$ cat src/rtl/ov7670_pixel_capture.sv
`default_nettype none
// ============================================================================
// Module      : ov7670_pixel_capture
// Description : Oversampling capture front end for the OV7670 parallel bus.
//               Synchronises PCLK/HREF/VSYNC/DATA into the system clock,
//               pairs RGB565 bytes into 16-bit pixels, emits X/Y coordinates
//               with a one-cycle valid strobe, and reports frame boundaries
//               and line-length errors.
// Revision    : 1.0 - initial release
// ============================================================================
module ov7670_pixel_capture #(
    parameter int H_ACTIVE    = 640,
    parameter int V_ACTIVE    = 480,
    parameter int SYNC_STAGES = 2
) (
    input  logic        clk,
    input  logic        reset,
    input  logic        pclk_in,
    input  logic        href_in,
    input  logic        vsync_in,
    input  logic [7:0]  data_in,
    input  logic        enable,
    output logic [9:0]  outX,
    output logic [8:0]  outY,
    output logic [15:0] pixelValue,
    output logic        pixelValid,
    output logic        frameStart,
    output logic        frameDone,
    output logic        lineErr,
    output logic [7:0]  frameCount
);

    // ------------------------------------------------------------------
    // Width-matched constants derived from the geometry parameters
    // ------------------------------------------------------------------
    localparam logic [9:0]  c_H_LIMIT   = 10'(H_ACTIVE);
    localparam logic [8:0]  c_V_LIMIT   = 9'(V_ACTIVE);
    localparam logic [10:0] c_H_COUNT   = 11'(H_ACTIVE);
    localparam logic [10:0] c_COUNT_MAX = 11'h7FF;

    typedef enum logic [1:0] {
        S_IDLE       = 2'd0,
        S_WAIT_FRAME = 2'd1,
        S_ACTIVE     = 2'd2
    } state_t;

    // ------------------------------------------------------------------
    // Synchroniser chains; data travels through the same depth as pclk
    // so the byte seen at a detected pclk edge is the byte that was on
    // the bus when the camera raised pclk.
    // ------------------------------------------------------------------
    logic [SYNC_STAGES-1:0] r_pclk_sync;
    logic [SYNC_STAGES-1:0] r_href_sync;
    logic [SYNC_STAGES-1:0] r_vsync_sync;
    logic [7:0]             r_data_sync [SYNC_STAGES];

    logic r_pclk_prev;
    logic r_href_prev;
    logic r_vsync_prev;

    logic       w_pclk;
    logic       w_href;
    logic       w_vsync;
    logic [7:0] w_data;

    logic w_pclk_rise;
    logic w_href_fall;
    logic w_vsync_rise;
    logic w_vsync_fall;

    // Shift camera signals through the synchroniser flops
    always_ff @(posedge clk or negedge reset) begin
        if (!reset) begin
            r_pclk_sync  <= '0;
            r_href_sync  <= '0;
            r_vsync_sync <= '0;
            for (int i = 0; i < SYNC_STAGES; i++) begin
                r_data_sync[i] <= 8'd0;
            end
        end else begin
            r_pclk_sync  <= {r_pclk_sync[SYNC_STAGES-2:0], pclk_in};
            r_href_sync  <= {r_href_sync[SYNC_STAGES-2:0], href_in};
            r_vsync_sync <= {r_vsync_sync[SYNC_STAGES-2:0], vsync_in};
            r_data_sync[0] <= data_in;
            for (int i = 1; i < SYNC_STAGES; i++) begin
                r_data_sync[i] <= r_data_sync[i-1];
            end
        end
    end

    assign w_pclk  = r_pclk_sync[SYNC_STAGES-1];
    assign w_href  = r_href_sync[SYNC_STAGES-1];
    assign w_vsync = r_vsync_sync[SYNC_STAGES-1];
    assign w_data  = r_data_sync[SYNC_STAGES-1];

    // Remember the previous synchronised levels for edge detection
    always_ff @(posedge clk or negedge reset) begin
        if (!reset) begin
            r_pclk_prev  <= 1'b0;
            r_href_prev  <= 1'b0;
            r_vsync_prev <= 1'b0;
        end else begin
            r_pclk_prev  <= w_pclk;
            r_href_prev  <= w_href;
            r_vsync_prev <= w_vsync;
        end
    end

    assign w_pclk_rise  = w_pclk & ~r_pclk_prev;
    assign w_href_fall  = ~w_href & r_href_prev;
    assign w_vsync_rise = w_vsync & ~r_vsync_prev;
    assign w_vsync_fall = ~w_vsync & r_vsync_prev;

    // ------------------------------------------------------------------
    // Capture state and datapath registers
    // ------------------------------------------------------------------
    state_t      r_state;
    state_t      w_state_nxt;

    logic [9:0]  r_x;
    logic [8:0]  r_y;
    logic        r_phase;
    logic [7:0]  r_hi;
    logic [10:0] r_pix_cnt;
    logic        r_frame_started;

    logic [9:0]  w_x_nxt;
    logic [8:0]  w_y_nxt;
    logic        w_phase_nxt;
    logic [7:0]  w_hi_nxt;
    logic [10:0] w_pix_cnt_nxt;
    logic        w_frame_started_nxt;

    logic [9:0]  w_out_x_nxt;
    logic [8:0]  w_out_y_nxt;
    logic [15:0] w_pixel_value_nxt;
    logic        w_pixel_valid_nxt;
    logic        w_frame_start_nxt;
    logic        w_frame_done_nxt;
    logic        w_line_err_nxt;
    logic [7:0]  w_frame_count_nxt;

    // State register
    always_ff @(posedge clk or negedge reset) begin
        if (!reset) begin
            r_state <= S_IDLE;
        end else begin
            r_state <= w_state_nxt;
        end
    end

    // Next-state and next-datapath logic; line handling is evaluated
    // before frame end so a coincident hrefFall/vsyncRise does both.
    always_comb begin
        w_state_nxt         = r_state;
        w_x_nxt             = r_x;
        w_y_nxt             = r_y;
        w_phase_nxt         = r_phase;
        w_hi_nxt            = r_hi;
        w_pix_cnt_nxt       = r_pix_cnt;
        w_frame_started_nxt = r_frame_started;
        w_out_x_nxt         = outX;
        w_out_y_nxt         = outY;
        w_pixel_value_nxt   = pixelValue;
        w_pixel_valid_nxt   = 1'b0;
        w_frame_start_nxt   = 1'b0;
        w_frame_done_nxt    = 1'b0;
        w_line_err_nxt      = 1'b0;
        w_frame_count_nxt   = frameCount;

        case (r_state)
            S_IDLE: begin
                if (w_vsync_rise && enable) begin
                    w_state_nxt = S_WAIT_FRAME;
                end
            end

            S_WAIT_FRAME: begin
                if (w_vsync_fall) begin
                    w_state_nxt         = S_ACTIVE;
                    w_x_nxt             = 10'd0;
                    w_y_nxt             = 9'd0;
                    w_phase_nxt         = 1'b0;
                    w_pix_cnt_nxt       = 11'd0;
                    w_frame_started_nxt = 1'b0;
                end
            end

            S_ACTIVE: begin
                // Byte arrival: first byte is held, second completes a pixel
                if (w_pclk_rise && w_href) begin
                    if (!r_frame_started) begin
                        w_frame_start_nxt   = 1'b1;
                        w_frame_started_nxt = 1'b1;
                    end
                    if (!r_phase) begin
                        w_hi_nxt    = w_data;
                        w_phase_nxt = 1'b1;
                    end else begin
                        w_phase_nxt = 1'b0;
                        if (r_pix_cnt != c_COUNT_MAX) begin
                            w_pix_cnt_nxt = r_pix_cnt + 11'd1;
                        end
                        if ((r_x < c_H_LIMIT) && (r_y < c_V_LIMIT)) begin
                            w_pixel_valid_nxt = 1'b1;
                            w_out_x_nxt       = r_x;
                            w_out_y_nxt       = r_y;
                            w_pixel_value_nxt = {r_hi, w_data};
                        end
                        if (r_x < c_H_LIMIT) begin
                            w_x_nxt = r_x + 10'd1;
                        end
                    end
                end

                // End of line: the presented-pixel count, not the
                // saturated column, decides whether the line was short
                // or long; a dangling half pixel is also an error.
                if (w_href_fall) begin
                    if ((r_pix_cnt != c_H_COUNT) || r_phase) begin
                        w_line_err_nxt = 1'b1;
                    end
                    if (r_y < c_V_LIMIT) begin
                        w_y_nxt = r_y + 9'd1;
                    end
                    w_x_nxt       = 10'd0;
                    w_phase_nxt   = 1'b0;
                    w_pix_cnt_nxt = 11'd0;
                end

                // End of frame; enable only matters here and in IDLE
                if (w_vsync_rise) begin
                    w_frame_done_nxt  = 1'b1;
                    w_frame_count_nxt = frameCount + 8'd1;
                    w_state_nxt       = enable ? S_WAIT_FRAME : S_IDLE;
                end
            end

            default: begin
                w_state_nxt = S_IDLE;
            end
        endcase
    end

    // Datapath and output registers
    always_ff @(posedge clk or negedge reset) begin
        if (!reset) begin
            r_x             <= 10'd0;
            r_y             <= 9'd0;
            r_phase         <= 1'b0;
            r_hi            <= 8'd0;
            r_pix_cnt       <= 11'd0;
            r_frame_started <= 1'b0;
            outX            <= 10'd0;
            outY            <= 9'd0;
            pixelValue      <= 16'd0;
            pixelValid      <= 1'b0;
            frameStart      <= 1'b0;
            frameDone       <= 1'b0;
            lineErr         <= 1'b0;
            frameCount      <= 8'd0;
        end else begin
            r_x             <= w_x_nxt;
            r_y             <= w_y_nxt;
            r_phase         <= w_phase_nxt;
            r_hi            <= w_hi_nxt;
            r_pix_cnt       <= w_pix_cnt_nxt;
            r_frame_started <= w_frame_started_nxt;
            outX            <= w_out_x_nxt;
            outY            <= w_out_y_nxt;
            pixelValue      <= w_pixel_value_nxt;
            pixelValid      <= w_pixel_valid_nxt;
            frameStart      <= w_frame_start_nxt;
            frameDone       <= w_frame_done_nxt;
            lineErr         <= w_line_err_nxt;
            frameCount      <= w_frame_count_nxt;
        end
    end

endmodule
`default_nettype wire

$ cat config.mk
export PLATFORM = sky130hd
export DESIGN_NAME = ov7670_pixel_capture
export DESIGN_NICKNAME = d
export VERILOG_FILES = /design/src/rtl/ov7670_pixel_capture.sv
export SDC_FILE = /design/constraint.sdc
export NUM_CORES = 1
export LEC_CHECK = 0
export ABC_AREA = 1
export CORE_ASPECT_RATIO = 1.2
export CORE_MARGIN = 5
export CORE_UTILIZATION = 41
export CTS_BUF_LIST = sky130_fd_sc_hd__clkbuf_2 sky130_fd_sc_hd__clkbuf_4 sky130_fd_sc_hd__clkbuf_8
export CTS_CLUSTER_DIAMETER = 50
export DETAILED_ROUTE_END_ITERATION = 16
export DONT_BUFFER_PORTS = 1
export GPL_TIMING_DRIVEN = 1
export REMOVE_ABC_BUFFERS = 1
export SETUP_SLACK_MARGIN = 0.05
export SLEW_MARGIN = 20
export SYNTH_ARGS = -nofsm -noshare
export SYNTH_HDL_FRONTEND = slang
export SYNTH_SLANG_ARGS = --single-unit
export TNS_END_PERCENT = 30
$ cat constraint.sdc
create_clock -name clk -period 1.8 [get_ports clk]
set_input_delay 0 -clock clk [delete_from_list [all_inputs] [get_ports clk]]
set_output_delay 0 -clock clk [all_outputs]
set_load 0.05 [all_outputs]
==> results of run 1 <==
-- path summary, 6_finish.rpt --
check	from	endpoint	slack (ps)	cells after the start
worst max register to register	r_state[0]$_DFFE_PN0P_	r_y[1]$_DFFE_PN0P_	140	9
worst max-delay path	r_state[0]$_DFFE_PN0P_	r_y[1]$_DFFE_PN0P_	140	9
worst min register to register	r_data_sync[15]$_DFF_PN0_	w_data[7]$_DFF_PN0_	340	0
worst min-delay path	reset	outY[0]$_DFFE_PN0P_	-740	0
max in group asynchronous	reset	r_frame_started$_DFFE_PN0P_	2350	0
min in group clk	vsync_in	r_vsync_sync[0]$_DFF_PN0_	120	1
-- area by class of cell --
type	instances	share of cell area
Sequential cell	114	0.489
Multi-Input combinational cell	344	0.307
Timing Repair Buffer	36	0.0528
Clock inverter	15	0.0290
Tap cell	161	0.0345
Clock buffer	17	0.0401
Inverter	72	0.0476
-- metal layers --
metal | global-route usage | wire length, um | vias to the layer above | share of wire
met5 | 0 | 0 | - | 0
met1 | 0.172 | 4290 | 1720 | 0.43
met2 | 0.251 | 5300 | 68 | 0.53
met4 | 0.0543 | 121 | 0 | 0.012
met3 | 0.0442 | 379 | 10 | 0.038
li1 | - | - | 1822 | -
-- where the power goes --
part	internal, mW	switching [mW]
logic	0.805	1.48
clock network	1.27	1.16
registers	2.98	0.893
-- synthesized netlist by cell type (all sizes together) (8+ instances only) --
cell,count
inv,72
nor2,39
nand3,35
dfrtp,114
ha,10
xor2,9
nand2,145
nand4,21
a21oi,8
o21ai,65
buf,11
-- cells by family (layout without fill, tap and decap cells) --
group                    Yosys count  count (layout)  synth area share
AND/OR/NAND/NOR                  247             247             0.226
AO/OA/AOI/OAI                     77              77            0.0811
XOR/XNOR                          10              10            0.0176
adder cells (fa/ha/maj)           10              10            0.0252
flip-flops                       114             114             0.574
buffers and inverters             87             140            0.0761
-- sequential cells by signal, indices dropped and copies added, names as in the netlist, 2 cells and up --
register	count
r_vsync_sync	2
outY	9
r_href_sync	2
r_data_sync	8
r_x	10
r_state	2
r_pix_cnt	11
frameCount	8
pixelValue	16
r_hi	8
outX	10
r_y	9
w_data	8
r_pclk_sync	2
-- metrics by stage --
step                TNS, ps  std cells  power (mW)
global placement          0        711        5.87
CTS                       0        755        8.44
detailed placement     -586        711        5.96
finish                    0        759        8.59
global route          -4.97        759        9.13
floorplan            -31570        530        5.27
-- repair_timing --
| action | CTS | global route |
|---|---|---|
| endpoints found under the setup margin | 52 | 71 |
| gates resized for setup | 2 | 20 |
| hold endpoints to repair | 127 | 114 |
| pin swaps | 0 | 5 |
| cloned | 0 | 1 |
| buffers inserted | 0 | 3 |
==> impl_metrics.csv, run 1 <==
group,metric,value,unit
outcome,status,"finished with violations",
outcome,violations,"negative hold slack",
grt,grt_max_degree,115,
synth,synth_area_leaders,"dfrtp_1, nand2_1, inv_1, o21ai_0, nand3_1",
timing,fmax,603,MHz
final_layout,area_growth_syn_to_layout,17.4,%
clock_tree,ctsHtreeMaxLevel,4,
worst_hold_path,hold_path.class,"primary input to async pin",
timing,worst_pin_slew,519,ps
timing,rsz0062_at_grt,"true",
detailed_routing,first_pass_iters,4,
final_layout,n_fill_cell,1141,
clock_tree,cts_root_buffer,"clkbuf_8",
die,die-area,14400,um2
synth,avgSynthCellArea,9.11,um2
setup_path,cp_max_fo,5,
final_layout,fin_nets,609,
grt,antenna_found_initial,0,
clock_tree,clock_latency,430,ps
timing,fin_crit,1660,ps
detailed_routing,drt-wirelength-per-cell,13.3,um
setup_path,arrival,1960,ps
synth,synth.top_cell.area_share,0.574,
detailed_routing,initialDrtViolationCount,208,
timing,setup_viol,0,
setup_path,cp.buffers_inverters,3,
timing,final.setup.worst_slack,141,ps
grt,grt_use_total,0.145,
final_layout,multi_input_area,1790,um2
power,peakVddDrop,594,uV
clock_tree,cts_buffer_depth,2,
clock_tree,cts.sinks,114,
synth,ys_seq_area_frac,0.574,
final_layout,fin_area,5830,um2
die,io_pins,61,
setup_path,crit_type,"flip-flop to flip-flop",
synth,ys_ff_latch,114,
placed_design,dp_hpwl,7.05,mm
setup_path,crit_path_start_kind,"flip-flop",
synth,async_flop_share,1.00,
die,rows,44,
setup_path,worstSetupEndpointType,"flip-flop",
synth,netlist_area,4970,um2
synth,yosysUniqueCellTypes,35,
detailed_routing,vias_per_cell,4.77,
die,start_util,0.414,
final_layout,antenna_cells,0,
grt,grt-ovfl-total,0,
setup_path,cpLargestDelayFamily,"simple AND/OR/NAND/NOR gates",
setup_path,critPathSlowestCell,"dfrtp_1",
die,die_w,110,um
timing,slew_viol_final,0,
timing,hold_slack,-736,ps
detailed_routing,drc,0,
final_layout,register_area,2850,um2
clock_tree,holdBufCountCts,12,
die,die_h,131,um
detailed_routing,vias,3620,
synth,netlist_instances,545,
final_layout,mostFrequentLayoutCell,"nand2_1",
clock_tree,path_clk_slew,80,ps
clock_tree,tritoncts,"yes",
final_layout,layout.cells.most_common_list,"nand2_1, dfrtp_1, inv_1",
setup_path,crit_chain,"buf_4, ha_2, inv_1, nor2_2, nor2_2, nand2_2, nor2_4, buf_4, o21ai_0",
synth,synth-edff-count,0,
final_layout,final_util,0.486,
synth,yosysTopAreaCell,"dfrtp_1",
final_layout,drive_gt1_frac,0.149,
setup_path,critPathMaxStageDelay,390,ps
synth,synth_warnings,0,
timing,finalHoldViolations,114,
power,pwr_density_cell,1470,nW/um2
detailed_routing,drtAntennaViolNets,0,
synth,ys.flop_type,"dfrtp_1",
detailed_routing,drt-total-wl,10.1,mm
grt,grt_pass1_vias,3548,
timing,fin_crit_sh,0.922,
grt,grt_pass1_wl,17.0,mm
flow_run,cap_violations,0,
placed_design,io_buffers,0,
placed_design,dp_slack,-58.5,ps
placed_design,place_area,5210,um2
power,p_leak,2.81,nW
clock_tree,cts_buffers,17,
die,core_region_area,12000,um2
placed_design,gp_congestion,0.840,
timing,finClkSkew,12.7,ps
setup_path,worstPathRequired,2100,ps
timing,relSlewSlack,0.654,
No activity file was read; power rests on OpenSTA's default activity.
==> run 2: changes to the inputs <==
--- a/config.mk
+++ b/config.mk
@@ -14,6 +14,7 @@
 export DETAILED_ROUTE_END_ITERATION = 16
 export DONT_BUFFER_PORTS = 1
 export GPL_TIMING_DRIVEN = 1
+export MAX_ROUTING_LAYER = met4
 export REMOVE_ABC_BUFFERS = 1
 export SETUP_SLACK_MARGIN = 0.05
 export SLEW_MARGIN = 20
==> constraint.sdc (replaced) <==
create_clock -name clk -period 1.5 [get_ports clk]
set_input_delay 0 -clock clk [delete_from_list [all_inputs] [get_ports clk]]
set_output_delay 0 -clock clk [all_outputs]
set_load 0.05 [all_outputs]
==> run 2 against run 1 <==
Against the previous run: the run ends with negative hold slack, negative setup slack left; highest routed layer unchanged; global-route usage is 1.0 points higher; cell count is 7.6% higher; non-clock buffer count is 56 higher; sequential share of layout area is 4.9 points lower; largest cell class unchanged; first-iteration DRC count is 0.48% lower; hold slack worse by 7.3 ps; clock skew is 1.2 ps lower.
==> impl_metrics.csv, run 2 (synthesis results as in run 1) <==
group,metric,value,unit
timing,fmax,652,MHz
power,p_clk_frac,0.257,
detailed_routing,initialDrtViolationCount,207,
die,io_pins,61,
timing,setup_viol,20,
final_layout,layout.cells.most_common_list,"nand2_1, dfrtp_1, buf_4",
power,intPower,6.62,mW
placed_design,place_area,5640,um2
clock_tree,cts_buffers,17,
setup_path,worstSetupEndpointType,"flip-flop",
setup_path,crit_path_start_kind,"flip-flop",
final_layout,fin_area,6490,um2
setup_path,rr_startpoint,"r_state[1]$_DFFE_PN0P_",
timing,worst_pin_slew,511,ps
die,die-area,14400,um2
final_layout,n_fill_cell,1115,
grt,grt_pass1_wl,17.6,mm
grt,grt_use_total,0.155,
grt,grt_max_degree,115,
detailed_routing,drt-wirelength-per-cell,13.1,um
outcome,status,"finished with violations",
final_layout,antenna_cells,0,
power,p_comb_frac,0.367,
power,p_sw_frac,0.410,
power,p_leak,3.16,nW
setup_path,critPathMaxStageDelay,380,ps
final_layout,fin_nets,667,
timing,hold_slack,-743,ps
clock_tree,cts.sinks,114,
clock_tree,clock_latency,440,ps
die,die_h,131,um
setup_path,reg2reg_depth,11,
timing,fin_crit,1530,ps
placed_design,dp_slack,-220,ps
final_layout,reg_top3,"pixelValue (16), r_pix_cnt (11)",
timing,rsz0062_at_grt,"true",
flow_run,cap_violations,0,
grt,antenna_found_initial,0,
timing,finClkSkew,11.5,ps
timing,finalHoldViolations,114,
placed_design,io_buffers,0,
power,pwr_density_cell,1730,nW/um2
placed_design,dp_hpwl,7.05,mm
setup_path,cp_max_fo,6,
clock_tree,ctsHtreeMaxLevel,4,
final_layout,largest_reg_flops,16,
detailed_routing,vias,3900,
final_layout,drive_gt1_frac,0.265,
clock_tree,holdBufCountCts,12,
grt,grt_pass1_vias,3771,
detailed_routing,first_pass_iters,4,
timing,fin_crit_sh,1.02,
setup_path,rrSetupSlack,-30,ps
detailed_routing,drt-total-wl,10.7,mm
setup_path,crit_chain,"inv_2, ha_4, inv_4, nor2_4, buf_6, nor2_4, nand3_4, inv_4, nand2_4, nand2_1, nand2_1",
clock_tree,tritoncts,"yes",
setup_path,arrival,1860,ps
power,switching_power,4.61,mW
timing,relSlewSlack,0.659,
detailed_routing,drc,0,
setup_path,r2r-end,"r_pix_cnt[0]$_DFFE_PN0P_",
clock_tree,cts_root_buffer,"clkbuf_8",
setup_path,critPathSlowestCell,"dfrtp_1",
die,rows,44,
clock_tree,cts_buffer_depth,2,
grt,grt-ovfl-total,0,
power,peakVddDrop,636,uV
die,core_region_area,12000,um2
outcome,violations,"negative hold slack, negative setup slack",
final_layout,mostFrequentLayoutCell,"nand2_1",
timing,final.setup.worst_slack,-34.4,ps
placed_design,gp_congestion,0.851,
power,seq_power_share,0.376,
detailed_routing,drtAntennaViolNets,0,
final_layout,area_growth_syn_to_layout,30.6,%
final_layout,largest-register,"pixelValue",
worst_hold_path,hold_path.class,"primary input to async pin",
detailed_routing,vias_per_cell,4.77,
die,start_util,0.414,
clock_tree,path_clk_slew,70,ps
timing,slew_viol_final,0,
setup_path,crit_type,"flip-flop to flip-flop",
setup_path,worstPathRequired,1830,ps
die,die_w,110,um
-- run 2: final cells by class --
class	count	area, um2	area share
Clock inverter	14	153	0.0235
Inverter	72	293	0.0451
Clock buffer	18	248	0.0382
Timing Repair Buffer	92	779	0.120
Sequential cell	114	2850	0.440
Tap cell	161	201	0.0311
Multi-Input combinational cell	346	1960	0.302
-- run 2: repair_timing --
item,in CTS,in global routing
gates cloned,1,2
endpoints found under the hold margin,127,114
pin swaps,12,7
setup buffers,5,1
endpoints found under the setup margin,84,84
gates resized for setup,41,44
-- run 2: metrics by stage --
step / TNS [ps] / utilization / cells / total power, mW
floorplan: -56680 / - / 530 / 6.32
global placement: -4820 / 0.470 / 764 / 7.44
detailed placement: -9770 / 0.470 / 764 / 7.54
CTS: -483 / 0.529 / 814 / 11.0
global route: -5820 / 0.540 / 817 / 11.9
finish: -252 / 0.540 / 817 / 11.2
-- run 2: worst max-delay path, delay by kind of cell (launching register included) --
family / cells / cell delay [ps]
buffers and inverters: 4 / 380
flip-flops: 1 / 380
adder cells (fa/ha/maj): 1 / 170
AND/OR/NAND/NOR: 6 / 490
-- run 2: power by group through the flow --
stage	registers, mW	clock network [mW]	logic (mW)
floorplan	4.90	0	1.43
detailed placement	4.28	0	3.26
global placement	4.26	0	3.18
CTS	4.23	2.95	3.78
finish	4.22	2.88	4.12
global route	4.29	3.11	4.49
-- run 2: worst max path at each step --
stage,startpoint,endpoint,slack (ps),depth (start not counted)
floorplan,r_state[0]$_DFFE_PN0P_,outX[1]$_DFFE_PN0P_,-1070,8
global placement,r_state[0]$_DFFE_PN0P_,pixelValue[9]$_DFFE_PN0P_,-140,9
detailed placement,r_state[0]$_DFFE_PN0P_,pixelValue[8]$_DFFE_PN0P_,-220,9
CTS,r_state[1]$_DFFE_PN0P_,r_pix_cnt[4]$_DFFE_PN0P_,-50,11
global route,r_state[0]$_DFFE_PN0P_,r_y[3]$_DFFE_PN0P_,-150,10
finish,r_state[1]$_DFFE_PN0P_,r_pix_cnt[0]$_DFFE_PN0P_,-30,11
-- run 2: metal layers --
layer  vias to the layer above  part of all wire  GRT usage
met3                        22             0.038     0.0465
met5                         -                 0          -
met4                         0             0.024     0.0645
met1                      1849              0.41      0.177
met2                        78              0.52      0.258
li1                       1951                 -          -
==> run 3: changes to the inputs <==
--- a/config.mk
+++ b/config.mk
@@ -6,7 +6,6 @@
 export NUM_CORES = 1
 export LEC_CHECK = 0
 export ABC_AREA = 1
-export CORE_ASPECT_RATIO = 1.2
 export CORE_MARGIN = 5
 export CORE_UTILIZATION = 41
 export CTS_BUF_LIST = sky130_fd_sc_hd__clkbuf_2 sky130_fd_sc_hd__clkbuf_4 sky130_fd_sc_hd__clkbuf_8
==> run 3 against run 2 <==
Against the previous run: the flow still finishes with violations (negative hold slack, negative setup slack); via count increased by 0.95%; die area about the same; critical path depth unchanged; routed wire length is 2.1% higher; largest power group is now combinational logic; power up 4.7%; cell count decreased by 1.5%; utilization is 0.90 points higher; sequential power shrank 2%; final area up 1.3%; fmax down 3.2%; count of clock-buffer cells in the layout rose by 2; sequential share of layout area shrank 0.52 points; critical endpoint is now r_x[3]$_DFFE_PN0P_.
==> impl_metrics.csv, run 3 (synthesis results as in run 1) <==
group,metric,value,unit
outcome,status,"finished with violations",
outcome,violations,"negative hold slack, negative setup slack",
power,p_leak,3.22,nW
flow_run,cap_violations,0,
final_layout,reg_top3,"pixelValue (16), r_pix_cnt (11)",
timing,totalNegativeSetupSlack,-1410,ps
clock_tree,ctsHtreeMaxLevel,4,
setup_path,critPathMaxStageDelay,450,ps
placed_design,dp_slack,-182,ps
detailed_routing,first_pass_iters,4,
timing,relSlewSlack,0.659,
setup_path,crit_chain,"inv_4, ha_4, inv_4, nor2_4, buf_6, nor2_4, nand2_2, clkinv_4, buf_6, nand3_2, a21oi_2",
detailed_routing,drt-wirelength-per-cell,13.5,um
setup_path,cpLargestDelayFamily,"buffers and inverters",
timing,slew_viol_final,0,
die,core_region_area,12000,um2
die,start_util,0.415,
setup_path,worstSetupEndpointType,"flip-flop",
timing,final.setup.worst_slack,-84.7,ps
timing,fmax,631,MHz
timing,rsz0062_at_grt,"true",
detailed_routing,initialDrtViolationCount,225,
final_layout,antenna_cells,0,
detailed_routing,drtAntennaViolNets,0,
clock_tree,clock_latency,440,ps
grt,grt_pass1_wl,17.9,mm
power,p_sw_frac,0.393,
grt,grt-ovfl-total,0,
power,power,11.8,mW
clock_tree,cts_buffers,17,
die,die-area,14400,um2
clock_tree,cts.sinks,114,
timing,finClkSkew,11.9,ps
power,p_clk_frac,0.273,
power,switching_power,4.62,mW
detailed_routing,vias,3937,
setup_path,crit_start,"r_state[1]$_DFFE_PN0P_",
die,io_pins,61,
power,pwr_density_cell,1790,nW/um2
final_layout,area_growth_syn_to_layout,32.3,%
setup_path,cp.buffers_inverters,5,
setup_path,worstPathRequired,1820,ps
final_layout,largest-register,"pixelValue",
setup_path,rr_startpoint,"r_state[1]$_DFFE_PN0P_",
final_layout,layout.cells.most_common_list,"nand2_1, dfrtp_1, buf_4",
setup_path,arrival,1910,ps
grt,grt_max_degree,115,
clock_tree,tritoncts,"yes",
timing,hold_slack,-738,ps
final_layout,fin_nets,669,
grt,antenna_found_initial,0,
die,rows,40,
power,peakVddDrop,802,uV
setup_path,crit_path_start_kind,"flip-flop",
final_layout,mostFrequentLayoutCell,"nand2_1",
placed_design,io_buffers,0,
setup_path,critPathSlowestCell,"dfrtp_2",
grt,grt_use_total,0.161,
final_layout,drive_gt1_frac,0.284,
timing,fin_crit,1580,ps
clock_tree,cts_root_buffer,"clkbuf_8",
worst_hold_path,hold_path.class,"primary input to async pin",
timing,setup_viol,34,
placed_design,dp_hpwl,7.00,mm
power,intPower,7.14,mW
clock_tree,holdBufCountCts,12,
timing,finalHoldViolations,114,
die,die_h,120,um
detailed_routing,drt-total-wl,10.9,mm
clock_tree,path_clk_slew,70,ps
power,seq_power_share,0.353,
placed_design,gp_congestion,0.882,
detailed_routing,drc,0,
clock_tree,cts_buffer_depth,2,
timing,worst_pin_slew,510,ps
detailed_routing,vias_per_cell,4.89,
final_layout,largest_reg_flops,16,
grt,grt_pass1_vias,3795,
timing,fin_crit_sh,1.06,
setup_path,crit_type,"flip-flop to flip-flop",
die,die_w,120,um
power,p_comb_frac,0.374,
setup_path,cp_max_fo,5,
-- run 3: cell count changes in the layout (fill, tap and decap cells not counted), sizes merged --
cell	previous run	this run
bufinv	2	4
clkinvlp	4	1
inv	76	74
nand2	147	148
clkbuf	18	20
clkinv	4	5
bufbuf	0	1
-- run 3: layout make-up --
class                   instances  area (um2)
clock inverters                12         178
clock buffers                  20         269
flip-flops and latches        114        2860
repair buffers                 93         801
well taps                     147         184
multi-input cells             347        1990
inverters                      72         295
fillers                      1028        5390
-- run 3: power groups by stage --
stage               Sequential (mW)  Clock (mW)  Combinational [mW]
CTS                            4.13        3.28                3.68
floorplan                      4.90           0                1.43
global placement               4.16           0                3.35
global route                   4.22        3.44                4.78
finish                         4.15        3.20                4.40
detailed placement             4.18           0                3.41
-- run 3: final timing paths --
| kind | endpoint | slack (ps) | cells past startpoint |
|---|---|---|---|
| setup / recovery | r_x[3]$_DFFE_PN0P_ | -80 | 11 |
| hold / removal | r_pix_cnt[5]$_DFFE_PN0P_ | -740 | 0 |
| setup reg to reg | r_x[3]$_DFFE_PN0P_ | -80 | 11 |
| hold reg to reg | w_data[4]$_DFF_PN0_ | 340 | 0 |
| max in group asynchronous | r_state[0]$_DFFE_PN0P_ | 2060 | 0 |
| min in group clk | r_data_sync[13]$_DFF_PN0_ | 110 | 1 |
-- run 3: stage by stage --
stage | hold slack (ps) | util | cell area (um2) | cells
after floorplan | -296 | - | 4860 | 530
after global placement | -291 | 0.471 | 5630 | 752
after detailed placement | -291 | 0.471 | 5630 | 752
after CTS | -774 | 0.529 | 6320 | 798
after global routing | -786 | 0.549 | 6570 | 805
final | -738 | 0.549 | 6570 | 805
-- run 3: worst register-to-register path, cell delays in order, from the launching register on --
cell and delay (ps):
dfrtp_2 450, inv_4 90, ha_4 160, inv_4 40
nor2_4 120, buf_6 130, nor2_4 40, nand2_2 100
clkinv_4 110, buf_6 130, nand3_2 60, a21oi_2 50
-- run 3: what timing repair did --
| action | in CTS | in global routing |
|---|---|---|
| setup buffers | 1 | 3 |
| endpoints found under the setup margin | 84 | 85 |
| hold endpoints to repair | 127 | 114 |
| resized for setup | 27 | 64 |
| pin swaps | 3 | 9 |
| cloned | 1 | 4 |
-- run 3: layer usage --
layer	share of wire	vias to the layer above	global-route usage
li1	-	1952	-
met1	0.44	1879	0.200
met2	0.50	90	0.247
met3	0.047	16	0.0443
met4	0.017	0	0.0694
met5	0	-	-
